`config.mk`:
```
export PLATFORM = sky130hd
export DESIGN_NAME = fifo_wr_scheduler_flat
export DESIGN_NICKNAME = d
export VERILOG_FILES = /design/src/rtl/fifo_wr_scheduler_if.sv /design/src/rtl/fifo_wr_scheduler.sv /design/src/flat_wrapper.sv
export SDC_FILE = /design/constraint.sdc
export NUM_CORES = 1
export LEC_CHECK = 0
export CAP_MARGIN = 15
export CELL_PAD_IN_SITES_DETAIL_PLACEMENT = 0
export CELL_PAD_IN_SITES_GLOBAL_PLACEMENT = 1
export CORE_MARGIN = 5
export CORE_UTILIZATION = 35
export CTS_CLUSTER_SIZE = 16
export DETAILED_ROUTE_END_ITERATION = 10
export MAX_ROUTING_LAYER = met4
export PLACE_DENSITY_LB_ADDON = 0.1
export SLEW_MARGIN = 25
export SYNTH_ARGS = -nofsm -noshare
export SYNTH_HDL_FRONTEND = slang
export SYNTH_SLANG_ARGS = --single-unit
```
`constraint.sdc`:
```
create_clock -name I_CLK -period 3.3 [get_ports I_CLK]
set_input_delay 0.33 -clock I_CLK [delete_from_list [all_inputs] [get_ports I_CLK]]
set_output_delay 0.33 -clock I_CLK [all_outputs]
set_load 0.03 [all_outputs]
```
`src/rtl/fifo_wr_scheduler_if.sv`:
```
// Handshake and FIFO write-port bundle between the write scheduler, its two
// requesters (ALU, register file) and the async FIFO write side.
interface fifo_wr_scheduler_if #(
    parameter int DATA_WIDTH = 8
);
    logic                    I_ALU_VLD;
    logic [2*DATA_WIDTH-1:0] I_ALU_DATA;
    logic                    I_RF_VLD;
    logic [DATA_WIDTH-1:0]   I_RF_DATA;
    logic                    I_FULL;
    logic                    O_W_INC;
    logic [DATA_WIDTH-1:0]   O_W_DATA;
    logic                    O_ALU_ACK;
    logic                    O_RF_ACK;
    logic                    O_BUSY;
    logic [1:0]              dbg_state;

    // Requesters and FIFO side.
    modport master (
        output I_ALU_VLD, I_ALU_DATA, I_RF_VLD, I_RF_DATA, I_FULL,
        input  O_W_INC, O_W_DATA, O_ALU_ACK, O_RF_ACK, O_BUSY, dbg_state
    );

    // Scheduler side.
    modport slave (
        input  I_ALU_VLD, I_ALU_DATA, I_RF_VLD, I_RF_DATA, I_FULL,
        output O_W_INC, O_W_DATA, O_ALU_ACK, O_RF_ACK, O_BUSY, dbg_state
    );
endinterface

```
`src/rtl/fifo_wr_scheduler.sv`:
```
// Write-domain scheduler: round-robin arbitration between ALU and register file,
// serialising each request into FIFO words while honouring the FIFO full flag.
module fifo_wr_scheduler #(
    parameter int DATA_WIDTH = 8
) (
    input  logic                I_CLK,
    input  logic                I_RST,
    fifo_wr_scheduler_if.slave  bus
);
    localparam int W = DATA_WIDTH;

    typedef enum logic [1:0] {
        IDLE  = 2'd0,
        WR_RF = 2'd1,
        WR_LO = 2'd2,
        WR_HI = 2'd3
    } state_t;

    // Handshake: a requester holds VLD (and data) until it samples its ACK high,
    // then drops VLD on that same edge. ACK is a one-cycle pulse in the cycle
    // after the grant; the FIFO accepts a word on every edge where O_W_INC=1.

    state_t         state;
    logic           prio_alu;   // 1: ALU wins the next tie, 0: RF wins
    logic [2*W-1:0] hold;       // low W bits always carry the word being written
    logic           alu_ack;
    logic           rf_ack;

    logic grant_alu;
    logic grant_rf;
    logic both_vld;
    logic w_inc;

    always_comb begin
        both_vld  = bus.I_ALU_VLD & bus.I_RF_VLD;
        grant_alu = bus.I_ALU_VLD & (~bus.I_RF_VLD | prio_alu);
        grant_rf  = bus.I_RF_VLD & ~grant_alu;
    end

    // Combinational from registered state so a rising full flag blocks the write at once.
    assign w_inc = (state != IDLE) & ~bus.I_FULL;

    always_ff @(posedge I_CLK or posedge I_RST) begin
        if (I_RST) begin
            state    <= IDLE;
            prio_alu <= 1'b1;
            hold     <= '0;
            alu_ack  <= 1'b0;
            rf_ack   <= 1'b0;
        end else begin
            alu_ack <= 1'b0;
            rf_ack  <= 1'b0;
            case (state)
                IDLE: begin
                    if (both_vld) begin
                        prio_alu <= ~prio_alu;
                    end
                    if (grant_alu) begin
                        hold    <= bus.I_ALU_DATA;
                        alu_ack <= 1'b1;
                        state   <= WR_LO;
                    end else if (grant_rf) begin
                        hold    <= {{W{1'b0}}, bus.I_RF_DATA};
                        rf_ack  <= 1'b1;
                        state   <= WR_RF;
                    end
                end
                WR_RF: begin
                    if (w_inc) state <= IDLE;
                end
                WR_LO: begin
                    // Shift the high half down so it becomes the next write word.
                    if (w_inc) begin
                        hold  <= {{W{1'b0}}, hold[2*W-1:W]};
                        state <= WR_HI;
                    end
                end
                WR_HI: begin
                    if (w_inc) state <= IDLE;
                end
                default: state <= IDLE;
            endcase
        end
    end

    assign bus.O_W_INC   = w_inc;
    assign bus.O_W_DATA  = hold[W-1:0];
    assign bus.O_ALU_ACK = alu_ack;
    assign bus.O_RF_ACK  = rf_ack;
    assign bus.O_BUSY    = (state != IDLE);
    assign bus.dbg_state = state;
endmodule

```
`src/flat_wrapper.sv`:
```
// flat-port wrapper written by rule: the top's interface ports become plain ports
module fifo_wr_scheduler_flat 
#(
    parameter int DATA_WIDTH = 8
)
  (I_CLK, I_RST, bus_I_ALU_VLD, bus_I_ALU_DATA, bus_I_RF_VLD, bus_I_RF_DATA, bus_I_FULL, bus_O_W_INC, bus_O_W_DATA, bus_O_ALU_ACK, bus_O_RF_ACK, bus_O_BUSY, bus_dbg_state);
  fifo_wr_scheduler_if #(.DATA_WIDTH(DATA_WIDTH)) bus_i ();
  input  logic I_CLK;
  input  logic I_RST;
  input wire logic [$bits(bus_i.I_ALU_VLD)-1:0] bus_I_ALU_VLD;
  input wire logic [$bits(bus_i.I_ALU_DATA)-1:0] bus_I_ALU_DATA;
  input wire logic [$bits(bus_i.I_RF_VLD)-1:0] bus_I_RF_VLD;
  input wire logic [$bits(bus_i.I_RF_DATA)-1:0] bus_I_RF_DATA;
  input wire logic [$bits(bus_i.I_FULL)-1:0] bus_I_FULL;
  output wire logic [$bits(bus_i.O_W_INC)-1:0] bus_O_W_INC;
  output wire logic [$bits(bus_i.O_W_DATA)-1:0] bus_O_W_DATA;
  output wire logic [$bits(bus_i.O_ALU_ACK)-1:0] bus_O_ALU_ACK;
  output wire logic [$bits(bus_i.O_RF_ACK)-1:0] bus_O_RF_ACK;
  output wire logic [$bits(bus_i.O_BUSY)-1:0] bus_O_BUSY;
  output wire logic [$bits(bus_i.dbg_state)-1:0] bus_dbg_state;
  assign bus_i.I_ALU_VLD = bus_I_ALU_VLD;
  assign bus_i.I_ALU_DATA = bus_I_ALU_DATA;
  assign bus_i.I_RF_VLD = bus_I_RF_VLD;
  assign bus_i.I_RF_DATA = bus_I_RF_DATA;
  assign bus_i.I_FULL = bus_I_FULL;
  assign bus_O_W_INC = bus_i.O_W_INC;
  assign bus_O_W_DATA = bus_i.O_W_DATA;
  assign bus_O_ALU_ACK = bus_i.O_ALU_ACK;
  assign bus_O_RF_ACK = bus_i.O_RF_ACK;
  assign bus_O_BUSY = bus_i.O_BUSY;
  assign bus_dbg_state = bus_i.dbg_state;
  fifo_wr_scheduler #(.DATA_WIDTH(DATA_WIDTH)) u_core (.I_CLK(I_CLK), .I_RST(I_RST), .bus(bus_i));
endmodule
```
---- Word level (Yosys, flattened, before mapping) ----
Cells that the tools add are included.
word-level totals
  flip-flop bits (word level) ............. 21
  output and inout port bits .............. 14
operators by class
  eq/ne operators ......................... 6
  multiplexer cells ....................... 14
  bitwise gates (word level) .............. 9
  reductions and logical operators ........ 7
operators with widths
  operator                                       count
  2-to-1 mux 16 bit                              3
  case mux 16 bit (2 select lines)               1
  2-to-1 mux 2 bit                               4
  case mux 2 bit (3 select lines)                1
  AND reduction 3 bit                            2
  2-to-1 mux 1 bit                               5
  AND 1 bit                                      4
  == test 2 bit, second input constant           2
  NOT 1 bit                                      4
  nonzero test 2 bit                             2
  != test 3 x 1 -> 1 bit, second input constant  1
  == test 2 x 1 -> 1 bit, second input constant  1
  zero test 2 bit                                1
  != test 2 x 1 -> 1 bit, second input constant  1
  != test 2 bit, second input constant           1
  AND reduction 2 bit                            1
  OR reduction 2 bit                             1
  OR 1 bit                                       1

---- Depth between registers and ports, before layout ----
Gate-level depths: netlist of run 1.
  depth after elaboration ................. 8
  gate-level depth with buffers ........... 5
  depth with buffers taken out ............ 3

---- Worst setup path before layout of run 1 ----
Ideal clock, no wire load.
  path type ............................... flip-flop to flip-flop
  from .................................... register u_core.state[1], in the netlist u_core.bus.dbg_state[1]
  to ...................................... register u_core.hold[8]
  setup time .............................. 121 ps
  arrival ................................. 1,464 ps
  required time ........................... 3,179 ps
  path slack .............................. 1,715 ps
  cell stages (with the launch flop) ...... 6
  buffers on the path ..................... 2
  period minus slack after synthesis ...... 1,585 ps
  cell sequence ........................... dfrtp_1 buf_4 nor3_1 a211o_1 buf_6 a22o_1
on the way
  word-level cells in the longest chain between the ends .. 4
  elaborated cells on any way between the ends .. 9
  those cells by class .................... eq/ne: 3; mux: 1; bitwise: 1; reduce/logical: 4
ends and longest elaborated chain
  what                                  line                     text
  start, declared                       fifo_wr_scheduler.sv:23  state_t state;
  start signal, assigned                fifo_wr_scheduler.sv:45  state <= IDLE;
  start signal, assigned                fifo_wr_scheduler.sv:61  state <= WR_LO;
  start signal, assigned                fifo_wr_scheduler.sv:65  state <= WR_RF;
  nonzero test 2 bit                    fifo_wr_scheduler.sv:41  assign w_inc = (state != IDLE) & ~bus.I_FULL;
  AND 1 bit                             fifo_wr_scheduler.sv:41
  != test 2 bit (no source line)        --
  AND reduction 3 bit (no source line)  --
  end signal, assigned                  fifo_wr_scheduler.sv:59  hold <= bus.I_ALU_DATA;
  end signal, assigned                  fifo_wr_scheduler.sv:63  hold <= {{W{1'b0}}, bus.I_RF_DATA};
  end signal, assigned                  fifo_wr_scheduler.sv:74  hold <= {{W{1'b0}}, hold[2*W-1:W]};
  end, declared                         fifo_wr_scheduler.sv:25  logic [2*W-1:0] hold;
Several ways; a longest one is shown, not always the timed one.
A chain may end at the register's enable or synchronous reset.

---- Final worst setup path of run 1 ----
  from .................................... register u_core.state[0], in the netlist u_core.bus.dbg_state[0]
  to ...................................... output port bus_O_W_INC
on the way
  word-level cells in the longest chain between the ends .. 2
ends and longest elaborated chain
  what                line                     text
  nonzero test 2 bit  fifo_wr_scheduler.sv:41
  AND 1 bit           fifo_wr_scheduler.sv:41
  end, declared       flat_wrapper.sv:15       output wire logic [$bits(bus_i.O_W_INC)-1:0] bus_O_W_INC;
Every way passes these cells.

==> results of run 1 <==
## sequential cells by signal, summed over array words and instances (netlist names)
signal,cells
u_core.prio_alu,1
u_core.bus.O_ALU_ACK,1
u_core.bus.dbg_state,2
u_core.bus.O_RF_ACK,1
u_core.hold,16
## synth_stat cells (all sizes together)
| master | number | area, um2 |
|---|---|---|
| clkbuf | 4 | 15.0 |
| xor2 | 1 | 8.76 |
| a211o | 9 | 78.8 |
| a21bo | 1 | 10.0 |
| and3 | 2 | 12.5 |
| a21oi | 8 | 40.0 |
| dfrtp | 20 | 500 |
| nand3 | 7 | 35.0 |
| o21a | 1 | 7.51 |
| inv | 2 | 7.51 |
| nand4bb | 1 | 11.3 |
| a32o | 8 | 80.1 |
| nand3b | 8 | 60.1 |
| mux2i | 1 | 10.0 |
| nor3 | 1 | 5.00 |
| nor2b | 1 | 6.26 |
| dfstp | 1 | 26.3 |
| buf | 15 | 116 |
| nand2b | 2 | 12.5 |
| o21ai | 1 | 5.00 |
| a22o | 8 | 70.1 |
| nand2 | 2 | 7.51 |
| o21bai | 1 | 7.51 |
| nor2 | 10 | 37.5 |
## power by group
part           total, mW  switching, mW  internal (mW)  leakage [nW]
sequential         0.473         0.0882          0.384         0.267
clock              0.121         0.0738         0.0470        0.0150
combinational      0.734          0.403          0.331         0.354
## worst min path at each step
stage / end / depth (start not counted)
finish: u_core.hold[12] / 2
global route: u_core.hold[2] / 1
CTS: u_core.hold[12] / 2
detailed placement: u_core.hold[6] / 1
global placement: u_core.hold[7] / 1
floorplan: u_core.bus.O_ALU_ACK / 1
## layout by cell type (no fill, tap or decap), types with 2 or more instances in the layout
master / netlist / final
dfrtp_1: 20 / 20
a21oi_1: 8 / 8
clkbuf_4: 0 / 3
nand2b_1: 2 / 2
inv_1: 2 / 2
a211o_1: 9 / 9
clkdlybuf4s50_1: 0 / 42
nor2_1: 10 / 10
nand3_1: 7 / 7
a32o_1: 8 / 8
nand3b_1: 8 / 8
nand2_1: 2 / 2
and3_1: 2 / 2
buf_4: 9 / 2
a22o_1: 8 / 8
## worst register-to-register path, stage by stage (launching register included)
cell	delay (ps)
dfstp_2	560
nand2b_1	550
and3_1	460
a22o_1	180
## per-stage QoR
stage	cell area, um2	setup slack (ps)
after floorplan	1170	1710
after global placement	1530	1260
after detailed placement	1530	1240
after CTS	1560	1110
after global routing	1560	996
final	1560	1120
## cell families (layout without fill, tap and decap cells)
group           Yosys count  count (layout)
compound gates           37              37
simple gates             34              34
flops                    21              21
buf+inv                  21              50
xor+xnor                  1               1
mux                       1               1
## area by class of cell
class,instances,area (um2)
Fill cell,321,1730
Timing Repair Buffer,44,435
Multi-Input combinational cell,73,505
Inverter,2,7.51
Sequential cell,21,527
Clock buffer,4,26.3
Tap cell,46,57.6
## layer usage
| metal | part of all wire | vias to the layer above | GRT usage |
|---|---|---|---|
| met4 | 0.0069 | 0 | 0.0447 |
| li1 | - | 478 | - |
| met5 | 0 | - | - |
| met1 | 0.49 | 442 | 0.171 |
| met2 | 0.44 | 27 | 0.197 |
| met3 | 0.063 | 2 | 0.0279 |
==> impl_metrics.py, run 1 <==
metrics = {
    "run_status": {
        "run_status": "finished clean",
    },
    "global_route": {
        "globalRouteTotalUtil": 0.129,
        "grt_max_degree": 30,
        "number_of_antenna_violations_at_the_first_check_in_global_routing": 0,
        "grt-ovfl-total": 0,
        "grt_pass1_wl_um": 4400,
        "first_global_vias": 892,
    },
    "timing": {
        "hold_viol_final": 0,
        "final.hold.worst_slack_ps": 456,
        "drv_slew": 0,
        "timing.clock.skew_ps": 4.42,
        "rsz0062_at_grt": "false",
        "min_period_over_period": 0.660,
        "slew_headroom": 0.486,
        "finalWorstPathRequiredPeriod_ps": 2180,
        "fmax_mhz": 459,
        "setup_tns_ps": 0,
        "setup_viol": 0,
        "worst_pin_slew_ps": 770,
    },
    "flow_run": {
        "count_of_maximum_capacitance_violations": 0,
    },
    "placement": {
        "io_buffers": 42,
        "dpl.cell_count": 186,
        "hpwl_um": 2000,
        "final_estimated_routing_congestion_in_global_placement": 0.709,
    },
    "setup_path": {
        "timing.critical_path.mode_cell": "nor2_1",
        "ff2ff_setup_slack_ps": 1490,
        "worst_path_dominant_cell_family": "buffers and inverters",
        "worst_r2r_startpoint": "u_core.prio_alu",
        "r2r_cells": 3,
        "cell_chain_critical_path": "nor2_1 > nor2_1 > clkdlybuf4s50_1",
        "worst_setup_path_endpoint": "bus_O_W_INC",
        "critPathCaptureType": "primary output",
        "slowest_stage": "clkdlybuf4s50_1",
        "critical_path_arrival_ps": 1850,
        "critical_path_cell_count": 3,
        "start_kind": "register",
        "cp_max_fo": 15,
        "critical_path_class": "register to primary output",
        "worst_ep_required_time_ps": 2970,
        "crit_start": "u_core.bus.dbg_state[0]",
        "timing.critical_path.slowest_cell_delay_ps": 680,
        "buffer_and_inverter_count_on_the_worst_path": 1,
        "regToRegEndpoint": "u_core.hold[15]",
    },
    "clocking": {
        "numCtsBuffers": 3,
        "clock-root-buffer": "clkbuf_4",
        "cts_setup_buffers": 0,
        "clock_pin_slew_of_the_registers_on_the_worst_case_setup_and_hold_paths_ps": 110,
        "h-tree-depth": 1,
        "ctsLongestPathBuffers": 2,
        "ctsResizeCount": 0,
        "cts_hold_repair.buffers": 0,
        "cts_tree": "built",
        "cts.sinks": 21,
        "worstSkewPairLatency_ps": 300,
    },
    "synthesis": {
        "yosys_register_bits": 21,
        "post_synthesis_instance_area_um2": 1170,
        "adder_cell_share_of_the_synthesized_area": 0,
        "synth_simple_gate_area_share": 0.160,
        "synth.distinct_cells": 26,
        "synth_xor_area_frac": 0.00748,
        "synthCells": 115,
        "synth_top_family_by_area": "compound AO/OA/AOI/OAI gates",
        "synth-compound-area-share": 0.255,
        "postSynthNetCount": 144,
        "yosys_warnings": 0,
        "ys_seq_area_frac": 0.450,
        "post_synth_mux_area_share": 0.00855,
        "syn_avg_cell_area_um2": 10.2,
    },
    "finish": {
        "post_route_core_utilization": 0.475,
        "net_count_final": 174,
        "antenna-diode-count": 0,
        "stdcell_count": 190,
        "syn_to_final_growth_pct": 33.1,
        "post_route_cells_drive_above_1_share": 0.0486,
    },
    "route": {
        "detail_route.wirelength_um": 2750,
        "first_iter_violations": 34,
        "routed-via-count": 949,
        "avg_wl_per_cell_um": 14.5,
        "drtPass1Iterations": 4,
        "drt-vias-per-instance": 4.99,
        "route.antenna.remaining_nets": 0,
        "drc": 0,
    },
    "worst_hold_path": {
        "min-delay-path-class": "primary input to async pin",
    },
    "power_and_ir_drop": {
        "post-layout-total-power_mw": 1.33,
        "irDropWorstVdd_uv": 404,
        "pwr_density_cell_nw_per_um2": 851,
        "leakage_nw": 0.636,
    },
    "floorplan": {
        "start_util": 0.357,
        "die_height_um": 67.8,
        "design.die.area_um2": 4600,
        "floorplan.core_area_um2": 3280,
        "dieWidth_um": 67.8,
        "placement_rows": 21,
        "ioPinCount": 43,
    },
}
Note: power is estimated with default switching activity, not from simulation.
==> run 2: changes to the inputs <==
--- a/config.mk
+++ b/config.mk
@@ -9,7 +9,7 @@
 export CELL_PAD_IN_SITES_DETAIL_PLACEMENT = 0
 export CELL_PAD_IN_SITES_GLOBAL_PLACEMENT = 1
 export CORE_MARGIN = 5
-export CORE_UTILIZATION = 35
+export CORE_UTILIZATION = 32
 export CTS_CLUSTER_SIZE = 16
 export DETAILED_ROUTE_END_ITERATION = 10
 export MAX_ROUTING_LAYER = met4
==> constraint.sdc (replaced) <==
create_clock -name I_CLK -period 2.1 [get_ports I_CLK]
set_input_delay 0.21 -clock I_CLK [delete_from_list [all_inputs] [get_ports I_CLK]]
set_output_delay 0.21 -clock I_CLK [all_outputs]
set_load 0.03 [all_outputs]
==> impl_metrics.py, run 2 (same netlist as run 1, synthesis figures left out) <==
metrics = {
    "run_status": {
        "run_status": "finished clean",
    },
    "timing": {
        "final.hold.worst_slack_ps": 277,
        "setup_viol": 0,
        "fmax_mhz": 557,
        "rsz0062_at_grt": "false",
        "setup_tns_ps": 0,
        "drv_slew": 0,
        "min_period_over_period": 0.855,
        "worst_pin_slew_ps": 593,
        "hold_viol_final": 0,
        "timing.clock.skew_ps": 4.59,
        "finalWorstPathRequiredPeriod_ps": 1790,
        "slew_headroom": 0.605,
    },
    "finish": {
        "area_occupied_by_multi_input_gates_um2": 505,
        "stdcell_count": 197,
        "antenna-diode-count": 0,
        "syn_to_final_growth_pct": 37.9,
        "largest_reg_flops": 16,
        "fin_area_um2": 1620,
        "commonest_cells_after_routing_fill_and_taps_aside": "clkdlybuf4s50_1 (41), dfrtp_1 (20), nor2_1 (10)",
        "register_area_um2": 527,
        "post_route_cells_drive_above_1_share": 0.0872,
        "final_common_cell": "clkdlybuf4s50_1",
        "net_count_final": 179,
        "n_fill_cell": 357,
        "largest-register": "u_core.hold",
    },
    "clocking": {
        "clock_pin_slew_of_the_registers_on_the_worst_case_setup_and_hold_paths_ps": 80,
        "ctsResizeCount": 0,
        "ctsLongestPathBuffers": 2,
        "cts.sinks": 21,
        "h-tree-depth": 1,
        "cts_tree": "built",
        "clock-root-buffer": "clkbuf_8",
        "cts_hold_repair.buffers": 0,
        "worstSkewPairLatency_ps": 260,
        "numCtsBuffers": 3,
        "cts_setup_buffers": 0,
    },
    "floorplan": {
        "start_util": 0.325,
        "design.die.area_um2": 4970,
        "die_height_um": 70.5,
        "placement_rows": 22,
        "dieWidth_um": 70.5,
        "ioPinCount": 43,
        "floorplan.core_area_um2": 3610,
    },
    "route": {
        "drc": 0,
        "drtPass1Iterations": 4,
        "avg_wl_per_cell_um": 14.8,
        "drt-vias-per-instance": 4.97,
        "routed-via-count": 979,
        "route.antenna.remaining_nets": 0,
        "detail_route.wirelength_um": 2910,
        "first_iter_violations": 42,
    },
    "setup_path": {
        "cp_max_fo": 4,
        "worst_ep_required_time_ps": 1890,
        "critPathCaptureType": "primary output",
        "slowest_stage": "clkdlybuf4s50_1",
        "start_kind": "register",
        "critical_path_arrival_ps": 1580,
        "cell_chain_critical_path": "nor2_1 > inv_1 > clkdlybuf4s50_1",
        "critical_path_class": "register to primary output",
        "timing.critical_path.slowest_cell_delay_ps": 600,
    },
    "placement": {
        "dpl.cell_count": 193,
        "post_place_cell_area_um2": 1570,
        "io_buffers": 42,
        "hpwl_um": 2170,
        "final_estimated_routing_congestion_in_global_placement": 0.714,
    },
    "power_and_ir_drop": {
        "irDropWorstVdd_uv": 529,
        "pwr_density_cell_nw_per_um2": 1370,
        "post-layout-total-power_mw": 2.21,
        "leakage_nw": 0.669,
    },
    "global_route": {
        "globalRouteTotalUtil": 0.130,
        "first_global_vias": 1061,
        "number_of_antenna_violations_at_the_first_check_in_global_routing": 0,
        "grt-ovfl-total": 0,
        "grt_pass1_wl_um": 5090,
        "grt_max_degree": 22,
    },
    "worst_hold_path": {
        "min-delay-path-class": "primary input to async pin",
    },
    "flow_run": {
        "count_of_maximum_capacitance_violations": 0,
    },
}
run 2: cell count changes in the layout (fill, tap and decap cells not counted):
cell / previous run / this run
buf_4: 2 / 8
clkbuf_4: 3 / 0
clkbuf_8: 0 / 3
clkdlybuf4s50_1: 42 / 41
run 2: path summary, 6_finish.rpt:
path                                         start              end  slack [ps]  depth (start not counted)
max                        u_core.bus.dbg_state[1]       bus_O_BUSY         310                          3
min                                          I_RST  u_core.hold[10]         280                          3
max in group asynchronous                    I_RST  u_core.prio_alu        1540                          3
min in group I_CLK                  u_core.hold[5]   u_core.hold[5]         500                          1
min reg2reg                         u_core.hold[5]   u_core.hold[5]         500                          1
max reg2reg                        u_core.prio_alu  u_core.hold[15]         350                          3
run 2: power breakdown:
group / total [mW] / leakage, nW / switching, mW / internal [mW]
Clock: 0.269 / 0.0228 / 0.134 / 0.135
Sequential: 0.720 / 0.267 / 0.114 / 0.606
Combinational: 1.22 / 0.379 / 0.670 / 0.552
run 2: per-layer routing:
layer | GRT usage | wire length [um] | share of wire
met1 | 0.173 | 1460 | 0.50
met2 | 0.194 | 1280 | 0.44
met3 | 0.0331 | 148 | 0.051
met4 | 0.0383 | 16 | 0.0055
met5 | - | 0 | 0
run 2: per-stage QoR:
| step | setup WS (ps) | utilization |
|---|---|---|
| 2_1_floorplan | 515 | - |
| 3_3_place_gp | 281 | 0.435 |
| 3_5_place_dp | 236 | 0.435 |
| 4_1_cts | 289 | 0.448 |
| 5_1_grt | 195 | 0.448 |
| 6_report | 305 | 0.448 |
run 2: layout make-up:
cell class / count / area share
Multi-Input combinational cell: 73 / 0.313
Clock buffer: 4 / 0.0279
Timing Repair Buffer: 49 / 0.291
Inverter: 2 / 0.00465
Sequential cell: 21 / 0.326
Tap cell: 48 / 0.0372
run 2: worst max-delay path: cells and delay by family, from the launching register on:
kind                   cells  cell delay [ps]
buffers and inverters      2              690
DFF                        1              420
and+or+nand+nor            1              230
